### src/rtl/ysyx_22050854_booth_mul_seq_if.sv
// Valid/ready request and result bundle between the EXU and the Booth multiplier.
// master = EXU side, slave = multiplier side.
interface ysyx_22050854_booth_mul_seq_if;
  logic        mul_valid;
  logic        mul_ready;
  logic        flush;
  logic        mulw;
  logic [1:0]  mul_signed;
  logic [63:0] multiplicand;
  logic [63:0] multiplier;
  logic        out_valid;
  logic [63:0] result_hi;
  logic [63:0] result_lo;

  modport master (
    output mul_valid, flush, mulw, mul_signed, multiplicand, multiplier,
    input  mul_ready, out_valid, result_hi, result_lo
  );

  modport slave (
    input  mul_valid, flush, mulw, mul_signed, multiplicand, multiplier,
    output mul_ready, out_valid, result_hi, result_lo
  );
endinterface

### src/rtl/ysyx_22050854_booth_mul_seq.sv
// Iterative radix-4 Booth multiplier, one partial product per cycle (33 iters, 17 for mulw).
// Define MUL_EARLY_EXIT_EN to finish as soon as the remaining multiplier bits are all equal.
module ysyx_22050854_booth_mul_seq (
  input  logic                              clk,
  input  logic                              rst_n,
  ysyx_22050854_booth_mul_seq_if.slave      mul_if
);

  typedef enum logic [1:0] {IDLE, BUSY, DONE} state_e;

  state_e         state_q;
  logic [131:0]   a_q, a_d, a_init;
  logic [66:0]    b_q, b_d, b_init;
  logic [127:0]   acc_q, acc_d, pp;
  logic [5:0]     cnt_q;
  logic           mulw_q;
  logic [63:0]    res_hi_q, res_lo_q;
  logic           sa, sb, carry, last;
  logic           unused_a_top;

  assign mul_if.mul_ready = (state_q == IDLE);
  assign mul_if.out_valid = (state_q == DONE) & ~mul_if.flush;
  assign mul_if.result_hi = res_hi_q;
  assign mul_if.result_lo = res_lo_q;

  // Bits above 129 only carry sign fill and shift out without ever reaching the accumulator.
  assign unused_a_top = ^a_q[131:130];

  always_comb begin
    sa = mul_if.mul_signed[1] & (mul_if.mulw ? mul_if.multiplicand[31] : mul_if.multiplicand[63]);
    sb = mul_if.mul_signed[0] & (mul_if.mulw ? mul_if.multiplier[31]   : mul_if.multiplier[63]);
    a_init = mul_if.mulw ? {{100{sa}}, mul_if.multiplicand[31:0]}
                         : {{68{sa}},  mul_if.multiplicand};
    b_init = mul_if.mulw ? {{34{sb}}, mul_if.multiplier[31:0], 1'b0}
                         : {{2{sb}},  mul_if.multiplier, 1'b0};
  end

  always_comb begin
    pp    = '0;
    carry = 1'b0;
    case (b_q[2:0])
      3'b001, 3'b010: pp = a_q[127:0];
      3'b011:         pp = {a_q[126:0], 1'b0};
      3'b100: begin
        pp    = ~{a_q[126:0], 1'b0};
        carry = 1'b1;
      end
      3'b101, 3'b110: begin
        pp    = ~a_q[127:0];
        carry = 1'b1;
      end
      default:        pp = '0;
    endcase
    acc_d = acc_q + pp + {127'd0, carry};
    a_d   = {a_q[129:0], 2'b00};
    b_d   = {{2{b_q[66]}}, b_q[66:2]};
    last  = (cnt_q == (mulw_q ? 6'd16 : 6'd32));
`ifdef MUL_EARLY_EXIT_EN
    last  = last | (b_d == '0) | (b_d == '1);
`else
`endif
  end

  always_ff @(posedge clk or negedge rst_n) begin
    if (!rst_n) begin
      state_q  <= IDLE;
      a_q      <= '0;
      b_q      <= '0;
      acc_q    <= '0;
      cnt_q    <= '0;
      mulw_q   <= 1'b0;
      res_hi_q <= '0;
      res_lo_q <= '0;
    end else begin
      case (state_q)
        IDLE: begin
          if (mul_if.mul_valid && !mul_if.flush) begin
            a_q     <= a_init;
            b_q     <= b_init;
            acc_q   <= '0;
            cnt_q   <= '0;
            mulw_q  <= mul_if.mulw;
            state_q <= BUSY;
          end
        end
        BUSY: begin
          if (mul_if.flush) begin
            state_q <= IDLE;
          end else begin
            acc_q <= acc_d;
            a_q   <= a_d;
            b_q   <= b_d;
            cnt_q <= cnt_q + 6'd1;
            if (last) begin
              state_q <= DONE;
              if (mulw_q) begin
                res_hi_q <= '0;
                res_lo_q <= {{32{acc_d[31]}}, acc_d[31:0]};
              end else begin
                res_hi_q <= acc_d[127:64];
                res_lo_q <= acc_d[63:0];
              end
            end
          end
        end
        default: state_q <= IDLE;
      endcase
    end
  end

endmodule
### src/flat_wrapper.sv
// flat-port wrapper written by rule: the top's interface ports become plain ports
module ysyx_22050854_booth_mul_seq_flat 
  (clk, rst_n, mul_if_mul_valid, mul_if_flush, mul_if_mulw, mul_if_mul_signed, mul_if_multiplicand, mul_if_multiplier, mul_if_mul_ready, mul_if_out_valid, mul_if_result_hi, mul_if_result_lo);
  ysyx_22050854_booth_mul_seq_if mul_if_i ();
  input  logic clk;
  input  logic rst_n;
  input wire logic [$bits(mul_if_i.mul_valid)-1:0] mul_if_mul_valid;
  input wire logic [$bits(mul_if_i.flush)-1:0] mul_if_flush;
  input wire logic [$bits(mul_if_i.mulw)-1:0] mul_if_mulw;
  input wire logic [$bits(mul_if_i.mul_signed)-1:0] mul_if_mul_signed;
  input wire logic [$bits(mul_if_i.multiplicand)-1:0] mul_if_multiplicand;
  input wire logic [$bits(mul_if_i.multiplier)-1:0] mul_if_multiplier;
  output wire logic [$bits(mul_if_i.mul_ready)-1:0] mul_if_mul_ready;
  output wire logic [$bits(mul_if_i.out_valid)-1:0] mul_if_out_valid;
  output wire logic [$bits(mul_if_i.result_hi)-1:0] mul_if_result_hi;
  output wire logic [$bits(mul_if_i.result_lo)-1:0] mul_if_result_lo;
  assign mul_if_i.mul_valid = mul_if_mul_valid;
  assign mul_if_i.flush = mul_if_flush;
  assign mul_if_i.mulw = mul_if_mulw;
  assign mul_if_i.mul_signed = mul_if_mul_signed;
  assign mul_if_i.multiplicand = mul_if_multiplicand;
  assign mul_if_i.multiplier = mul_if_multiplier;
  assign mul_if_mul_ready = mul_if_i.mul_ready;
  assign mul_if_out_valid = mul_if_i.out_valid;
  assign mul_if_result_hi = mul_if_i.result_hi;
  assign mul_if_result_lo = mul_if_i.result_lo;
  ysyx_22050854_booth_mul_seq u_core (.clk(clk), .rst_n(rst_n), .mul_if(mul_if_i));
endmodule
### config.mk
export PLATFORM = sky130hd
export DESIGN_NAME = ysyx_22050854_booth_mul_seq_flat
export DESIGN_NICKNAME = d
export VERILOG_FILES = /design/src/rtl/ysyx_22050854_booth_mul_seq_if.sv /design/src/rtl/ysyx_22050854_booth_mul_seq.sv /design/src/flat_wrapper.sv
export SDC_FILE = /design/constraint.sdc
export NUM_CORES = 1
export LEC_CHECK = 0
export ABC_AREA = 1
export BUFFER_PORTS_ARGS = -buffer_cell sky130_fd_sc_hd__buf_2
export CAP_MARGIN = 20
export CORE_ASPECT_RATIO = 1.75
export CORE_MARGIN = 4
export CORE_UTILIZATION = 63
export CTS_BUF_LIST = sky130_fd_sc_hd__clkbuf_8
export DETAILED_ROUTE_END_ITERATION = 10
export HOLD_SLACK_MARGIN = 0.12
export PLACE_DENSITY = 0.9
export SLEW_MARGIN = 15
export SYNTH_ARGS = -nofsm -noshare
export SYNTH_HDL_FRONTEND = slang
export SYNTH_SLANG_ARGS = --single-unit
### constraint.sdc
create_clock -name clk -period 4.6 [get_ports clk]
set_clock_uncertainty 0.05 [all_clocks]
set_input_delay 0.23 -clock clk [delete_from_list [all_inputs] [get_ports clk]]
set_output_delay 0.23 -clock clk [all_outputs]
set_load 0.03 [all_outputs]
==> results of run 1 <==
stage by stage:
step	instances	utilization [%]	worst slack [ns]	hold WS, ns
after floorplan	5547	-	1.25	-0.116
after global placement	6495	69.4	0.226	0.233
after detailed placement	6495	69.4	0.110	0.233
after CTS	6765	74.9	0.0725	0.212
per-layer routing:
metal / overflow / GRT usage, %
met5: 0 / 4.17
met4: 9 / 62.5
met3: 0 / 31.7
met2: 10 / 82.7
met1: 0 / 58.7
logic make-up after synthesis:
| family | share of synthesized area (%) |
|---|---|
| and+or+nand+nor | 33.6 |
| AOI/OAI and AO/OA | 14.2 |
| buffers and inverters | 13.2 |
| adders and majority gates | 4.72 |
| DFF | 33.1 |
| xor gates and xnor gates | 1.31 |
timing repair:
action / CTS
endpoints found under the hold margin: 387
hold buffers: 145
gates resized for setup: 0
==> results.yml, run 1 <==
global_route:
  grt_pass1_vias: 44200
  overflow: 19
  grt_pass1_wl_mm: 264
  grtUsageTotal_pct: 59.2
  grt_max_degree: 246
place:
  placed_area_um2: 37800
  place.gp.congestion: 1.25
  io_buffers: 264
  post-dp-hpwl_mm: 112
synthesis:
  synth_common_cells: "nand2_1 (2046), inv_1 (984), dfrtp_1 (460), nor2_1 (425), o21ai_0 (379)"
  synthArstFlopShare_pct: 100
  synth-edff-count: 0
  ys_warn_count: 0
  ys_seq_area_share_pct: 33.1
  synth_ff_type: "dfrtp_1"
  yosys.cell_types.count: 42
  syn_area_per_cell_um2: 6.27
  yosys.area.top_type: "dfrtp_1"
  synth_area_leaders: "dfrtp_1 (33%), nand2_1 (22%), inv_1 (11%), o21ai_0 (5.4%), nand3_1 (4.8%)"
  ys_seq_elements: 460
  synthesis.nets: 5812
  synthCells: 5547
  yosys.area.top_type_share_pct: 33.1
  synthMostInstantiatedCell: "nand2_1"
  synth.cell_area_um2: 34800
floorplan:
  io_pins: 265
  fp-row-count: 113
  die_h_um: 319
  fp.dieW_um: 186
  start_util_pct: 63.9
cts:
  numCtsBuffers: 73
  cts_setup_buffers: 0
  root_buffer: "clkbuf_8"
  clock_sinks: 460
  htreeDepth: 3
  cts_buffer_depth: 3
status:
  status: "aborted with a tool error"
  haltStage: "global routing (5_1_grt)"
  error_message: "[ERROR GRT-0116] Global routing finished with congestion. Check the congestion regions in the DRC Viewer."
==> run 2: changes to the inputs <==
--- a/config.mk
+++ b/config.mk
@@ -8,13 +8,10 @@
 export ABC_AREA = 1
 export BUFFER_PORTS_ARGS = -buffer_cell sky130_fd_sc_hd__buf_2
 export CAP_MARGIN = 20
-export CORE_ASPECT_RATIO = 1.75
 export CORE_MARGIN = 4
-export CORE_UTILIZATION = 63
-export CTS_BUF_LIST = sky130_fd_sc_hd__clkbuf_8
+export CORE_UTILIZATION = 40
 export DETAILED_ROUTE_END_ITERATION = 10
-export HOLD_SLACK_MARGIN = 0.12
-export PLACE_DENSITY = 0.9
+export PLACE_DENSITY_LB_ADDON = 0.15
 export SLEW_MARGIN = 15
 export SYNTH_ARGS = -nofsm -noshare
 export SYNTH_HDL_FRONTEND = slang
==> results.yml, run 2 <==
place:
  io_buffers: 264
  place_ws_ns: 0.310
  place.gp.congestion: 1.07
  post-dp-hpwl_mm: 119
routing:
  drt_iter0_drc: 3908
  route.met2.wl_mm: 65.3
  routed_via_density: 5.24
  vias: 37400
  wl_met1_mm: 72.0
  drt_pass1_iterations: 6
  drt-total-wl_mm: 152
  routedWlPerCell_um: 21.3
  wl_met3_mm: 11.0
  dr.max_layer_used: "met5"
  post-route-drc-count: 0
  ant_nets: 0
cts:
  cts_tree: "yes"
  cts_buffer_depth: 3
  clk_pin_slew_ns: 0.06
  clk_latency_ns: 0.66
  numCtsBuffers: 54
  htreeDepth: 2
  root_buffer: "clkbuf_16"
  clock_sinks: 460
floorplan:
  core_um2: 85700
  io_pins: 265
  start_util_pct: 40.6
  die-area_um2: 91800
  fp.dieW_um: 303
  fp-row-count: 107
  die_h_um: 303
synthesis:
  synth-edff-count: 0
  ys_seq_elements: 460
  yosys.area.top_type: "dfrtp_1"
  synth_common_cells: "nand2_1 (2046), inv_1 (984), dfrtp_1 (460), nor2_1 (425), o21ai_0 (379)"
  synthCells: 5547
  synthMostInstantiatedCell: "nand2_1"
  synth_area_leaders: "dfrtp_1 (33%), nand2_1 (22%), inv_1 (11%), o21ai_0 (5.4%), nand3_1 (4.8%)"
  yosys.area.top_type_share_pct: 33.1
  ys_seq_area_share_pct: 33.1
  ys_warn_count: 0
  synth.cell_area_um2: 34800
  synthArstFlopShare_pct: 100
  synthesis.nets: 5812
  syn_area_per_cell_um2: 6.27
  yosys.cell_types.count: 42
  synth_ff_type: "dfrtp_1"
finish:
  nets: 6222
  syn_to_final_growth_pct: 19.1
  mostFrequentLayoutCells: "nand2_1 (2042), inv_1 (982), dfrtp_1 (460)"
  top_regs: "u_core.a_q (128), u_core.acc_q (128), u_core.b_q (67)"
  final_common_cell: "nand2_1"
  drive_gt1_share_pct: 9.28
sta:
  max_slew_margin_pct: 29.9
  fin_ws_ns: 0.293
  timing.final.crit_share_pct: 93.6
  tns_ns: 0
  hold_viol: 0
  fmax_mhz: 232
  slew_violations: 0
  rsz0062_at_grt: "no"
  setup_viol: 0
  min_period_ns: 4.31
  worst_slew_pin_slew_ns: 1.05
status:
  status: "completed"
flow_run:
  max_cap_violations: 0
global_route:
  grt_pass1_vias: 35300
  grt_max_degree: 129
  grt_antenna_before_repair: 4
  grtUsageTotal_pct: 32.7
  overflow: 0
  grt_pass1_wl_mm: 226
worst_setup_path:
  crit_required_ns: 5.09
  worstPathArrival_ns: 4.79
  crit_fanout: 18
  slowest_stage: "dfrtp_1"
  cp-start-kind: "flop"
  cpPeakStageDelay_ns: 0.39
  cp_cell_sequence: "nand2_1, nand2_1, nor2_4, inv_2, buf_12, buf_12, o21ai_0, ha_1, nand2_1, nor2_1, nand2_1, nor2_1, nand2_1, nor2_1, nand2_1, nand3_1, nand2_1, nand3_1, nand2_1"
  end_kind: "flop"
  critPathKind: "reg2reg"
  crit_top_cell: "nand2_1"
power:
  total_leakage_power_uw: 0.0229
  peakVddDrop_uv: 448
  powerDensity_nw_per_um2: 766
  power_uw: 31800
worst_hold_path:
  hold_class: "in2reg"
run 2: report_power, final:
group | leakage [uW] | internal (uW) | switching [uW]
Sequential | 0.00588 | 5320 | 1100
Combinational | 0.0161 | 6320 | 14300
Clock | 0.000928 | 2790 | 1970
Total | 0.0229 | 14400 | 17300
run 2: worst paths after layout:
check | start | depth (start not counted) | end | slack (ns)
setup / recovery | u_core.b_q[0] | 19 | u_core.acc_q[106] | 0.29
hold / removal | mul_if_multiplicand[56] | 5 | u_core.a_q[56] | 0.03
setup reg to reg | u_core.b_q[0] | 19 | u_core.acc_q[106] | 0.29
hold reg to reg | u_core.mul_if.result_hi[20] | 2 | u_core.mul_if.result_hi[20] | 0.42
max in group asynchronous | rst_n | 4 | u_core.acc_q[111] | 2.96
min in group asynchronous | rst_n | 3 | u_core.acc_q[5] | 0.48
run 2: critical path: cells and delay by family (launching register included):
kind,cells,cell delay (ns)
AO/OA/AOI/OAI,1,0.22
adder cells (fa/ha/maj),1,0.24
buffers and inverters,3,0.53
flip-flops,1,0.39
AND/OR/NAND/NOR,14,2.72
run 2: per-layer routing:
metal	vias up	GRT usage [%]
li1	18300	-
met1	17600	48.5
met2	1316	50.1
met3	178	4.53
met4	2	8.04
met5	-	0
run 2: metrics by stage:
stage / hold WS, ns / utilization, % / area, um^2 / cells
4_1_cts: 0.000915 / 48.3 / 41400 / 7143
5_1_grt: 0.0237 / 48.4 / 41400 / 7144
3_5_place_dp: 0.0933 / 44.6 / 38200 / 6917
3_3_place_gp: 0.0964 / 44.6 / 38200 / 6917
6_report: 0.0309 / 48.4 / 41400 / 7145
2_1_floorplan: -0.116 / - / 34800 / 5547
run 2: repair_timing:
| item | in CTS | in global routing |
|---|---|---|
| resized for setup | 0 | 5 |
| hold buffers | 128 | 0 |
| setup endpoints to repair | 0 | 8 |
| hold endpoints to repair | 451 | 0 |
| buffers inserted | 0 | 0 |
run 2: layout make-up:
type / instances / area (um^2)
sequential: 460 / 11500
clock inverter: 28 / 449
clock buffer: 70 / 1470
antenna: 2 / 5.00
multi-input combinational: 3901 / 18800
inverter: 991 / 3730
tap: 1144 / 1430
fill: 9187 / 44200
timing repair buffer: 549 / 4060
run 2: kinds of logic (layout without fill, tap and decap cells):
group,Yosys count,count (layout),synth area share [%]
xor gates and xnor gates,52,52,1.31
adders and majority gates,130,130,4.72
and+or+nand+nor,2921,2921,33.6
buffers and inverters,1186,1638,13.2
DFF,460,460,33.1
AOI/OAI and AO/OA,798,798,14.2
other,0,2,0
Note: power is estimated with default switching activity, not from simulation.
==> run 3: changes to the inputs <==
--- a/config.mk
+++ b/config.mk
@@ -5,9 +5,9 @@
 export SDC_FILE = /design/constraint.sdc
 export NUM_CORES = 1
 export LEC_CHECK = 0
-export ABC_AREA = 1
 export BUFFER_PORTS_ARGS = -buffer_cell sky130_fd_sc_hd__buf_2
 export CAP_MARGIN = 20
+export CORE_ASPECT_RATIO = 1.2
 export CORE_MARGIN = 4
 export CORE_UTILIZATION = 40
 export DETAILED_ROUTE_END_ITERATION = 10
==> results.yml, run 3 <==
status:
  status: "completed"
synthesis:
  ys_warn_count: 0
  syn_area_per_cell_um2: 8.34
  synth-xor-area-share_pct: 7.73
  ys_seq_area_share_pct: 39.1
  synthMuxAreaShare_pct: 0
  synth_common_cells: "nand2_1 (539), o21ai_0 (488), dfrtp_1 (460), a21oi_1 (367), clkbuf_1 (233)"
  synth-simple-area-share_pct: 13.8
  synth_top_family_by_area: "compound AO/OA/AOI/OAI gates"
  synthesis.nets: 3799
  synth-edff-count: 0
  yosys.area.top_type_share_pct: 39.1
  synth-compound-area-share_pct: 29.7
  synth_ff_type: "dfrtp_1"
  synthAdderAreaFrac_pct: 5.57
  synthMostInstantiatedCell: "nand2_1"
  yosys.cell_types.count: 75
  synthArstFlopShare_pct: 100
  synthCells: 3534
  synth.cell_area_um2: 29500
  synth_area_leaders: "dfrtp_1 (39%), o21ai_0 (8.3%), nand2_1 (6.9%), a21oi_1 (6.2%), xor2_1 (5.6%)"
  ys_seq_elements: 460
  yosys.area.top_type: "dfrtp_1"
worst_setup_path:
  worstPathArrival_ns: 4.95
  crit_required_ns: 5.04
  cp.depth: 18
  cpLargestDelayFamily: "compound AO/OA/AOI/OAI gates"
  slowest_stage: "o41a_1"
  worstSetupStartpoint: "u_core.b_q[2]"
  cp_cell_sequence: "buf_12, buf_8, xor2_1, a22oi_1, o21ai_0, ha_1, nand2_1, nor3_4, nand3_2, o211ai_2, a21oi_2, o41a_1, buf_4, o41a_4, o31ai_4, a21oi_2, xor2_2, o21ai_2"
  critPathKind: "reg2reg"
  cp-start-kind: "flop"
  ff2ff_path_depth: 18
  end_kind: "flop"
  crit_top_cell: "a21oi_2"
  path_buf_inv: 3
  crit_fanout: 14
  reg2reg_slack_ns: 0.09
  regToRegStartpoint: "u_core.b_q[2]"
  cpPeakStageDelay_ns: 0.50
finish:
  final_cells: 5130
  drive_gt1_share_pct: 23.1
  mostFrequentLayoutCells: "nand2_1 (532), dfrtp_1 (457), o21ai_0 (444)"
  nFillCells: 6899
  final_common_cell: "nand2_1"
  multi_input_area_um2: 17400
  syn_to_final_growth_pct: 30.6
  nets: 4417
  postLayoutCoreUtil_pct: 52.9
  top_regs: "u_core.a_q (128), u_core.acc_q (128), u_core.b_q (67)"
  seqCellArea_um2: 11500
routing:
  drt_pass1_iterations: 6
  post-route-drc-count: 0
  vias: 29300
  drt-total-wl_mm: 109
  drt_iter0_drc: 2261
  ant_nets: 0
  routedWlPerCell_um: 21.2
  routed_via_density: 5.70
sta:
  hold_viol: 0
  min_period_ns: 4.51
  fmax_mhz: 222
  slew_violations: 0
  timing.final.crit_share_pct: 98.0
  setup_viol: 0
  max_slew_margin_pct: 30.0
  whs_ns: 0.0167
  worst_slew_pin_slew_ns: 1.05
  rsz0062_at_grt: "yes"
worst_hold_path:
  hold_path_depth: 5
  hold_class: "in2reg"
  min_from: "mul_if_multiplier[50]"
floorplan:
  fp-row-count: 108
  fp.dieW_um: 256
  core_um2: 72700
  io_pins: 265
  die_h_um: 305
  die-area_um2: 78100
  start_util_pct: 40.5
power:
  powerDensity_nw_per_um2: 783
  power_uw: 30100
  peakVddDrop_uv: 322
  total_leakage_power_uw: 0.0180
flow_run:
  max_cap_violations: 0
place:
  place.gp.congestion: 0.981
  post-dp-hpwl_mm: 79.6
  io_buffers: 264
  dp_cells: 4910
global_route:
  grt_antenna_before_repair: 3
  grtUsageTotal_pct: 26.7
  grt_pass1_wl_mm: 168
  grt_pass1_vias: 29100
  grt_max_degree: 225
  overflow: 0
cts:
  root_buffer: "clkbuf_16"
  clk_pin_slew_ns: 0.06
  cts_buffer_depth: 3
  cts_tree: "yes"
  clock_sinks: 460
  htreeDepth: 2
  clk_latency_ns: 0.64
  numCtsBuffers: 50
==> run 3: repair_timing <==
action	CTS	global route
pin swaps	5	50
hold endpoints to repair	187	0
gates resized for setup	26	153
endpoints found under the setup margin	52	122
setup buffers	3	19
hold buffers	99	0
gates cloned	0	3
==> run 3: final cells by class <==
type / count / area share, %
antenna: 3 / 0.0195
clock inverter: 29 / 1.33
tap: 935 / 3.04
timing repair buffer: 833 / 16.4
sequential: 460 / 29.9
inverter: 46 / 0.449
multi-input combinational: 2761 / 45.3
clock buffer: 63 / 3.53
==> run 3: worst min-delay path: stages <==
cell,delay [ns]
buf_2,0.09
a21oi_1,0.06
nor2_1,0.08
a21oi_1,0.04
o21ai_0,0.15
==> run 3: per-layer routing <==
layer	GRT usage, %	routed length, um	vias up	share of wire, %
li1	-	-	14100	-
met1	34.2	45700	14200	42
met2	46.3	53500	846	49
met3	3.02	5050	208	4.6
met4	10.5	4640	0	4.3
met5	0	0	-	0
==> run 3: final timing paths <==
path                                                to
max                                  u_core.acc_q[118]
min in group asynchronous               u_core.a_q[75]
max reg2reg                          u_core.acc_q[118]
max in group asynchronous               u_core.a_q[11]
min reg2reg                u_core.mul_if.result_lo[31]
min                                     u_core.b_q[51]
==> run 3: metrics by stage <==
| step | setup WS [ns] | setup TNS, ns | cell area [um^2] |
|---|---|---|---|
| after floorplan | 0.0702 | 0 | 29500 |
| after global placement | -0.360 | -5.63 | 34700 |
| after detailed placement | -0.321 | -5.79 | 34700 |
| after CTS | -0.156 | -1.36 | 37700 |
| after global routing | -0.0789 | -0.508 | 38500 |
| final | 0.0937 | 0 | 38500 |
==> run 3: kinds of logic (layout without fill, tap and decap cells) <==
| family | Yosys count | after routing |
|---|---|---|
| simple gates | 961 | 961 |
| fa+ha+maj | 130 | 130 |
| xor+xnor | 260 | 260 |
| other cells | 0 | 3 |
| buf+inv | 313 | 971 |
| flops | 460 | 460 |
| compound gates | 1410 | 1410 |
==> run 3: power by group <==
part | total, uW | internal (uW) | switching, uW | leakage (uW)
Combinational | 19800 | 8700 | 11100 | 0.0110
Clock | 4660 | 2790 | 1870 | 0.000904
Sequential | 5730 | 4880 | 850 | 0.00605
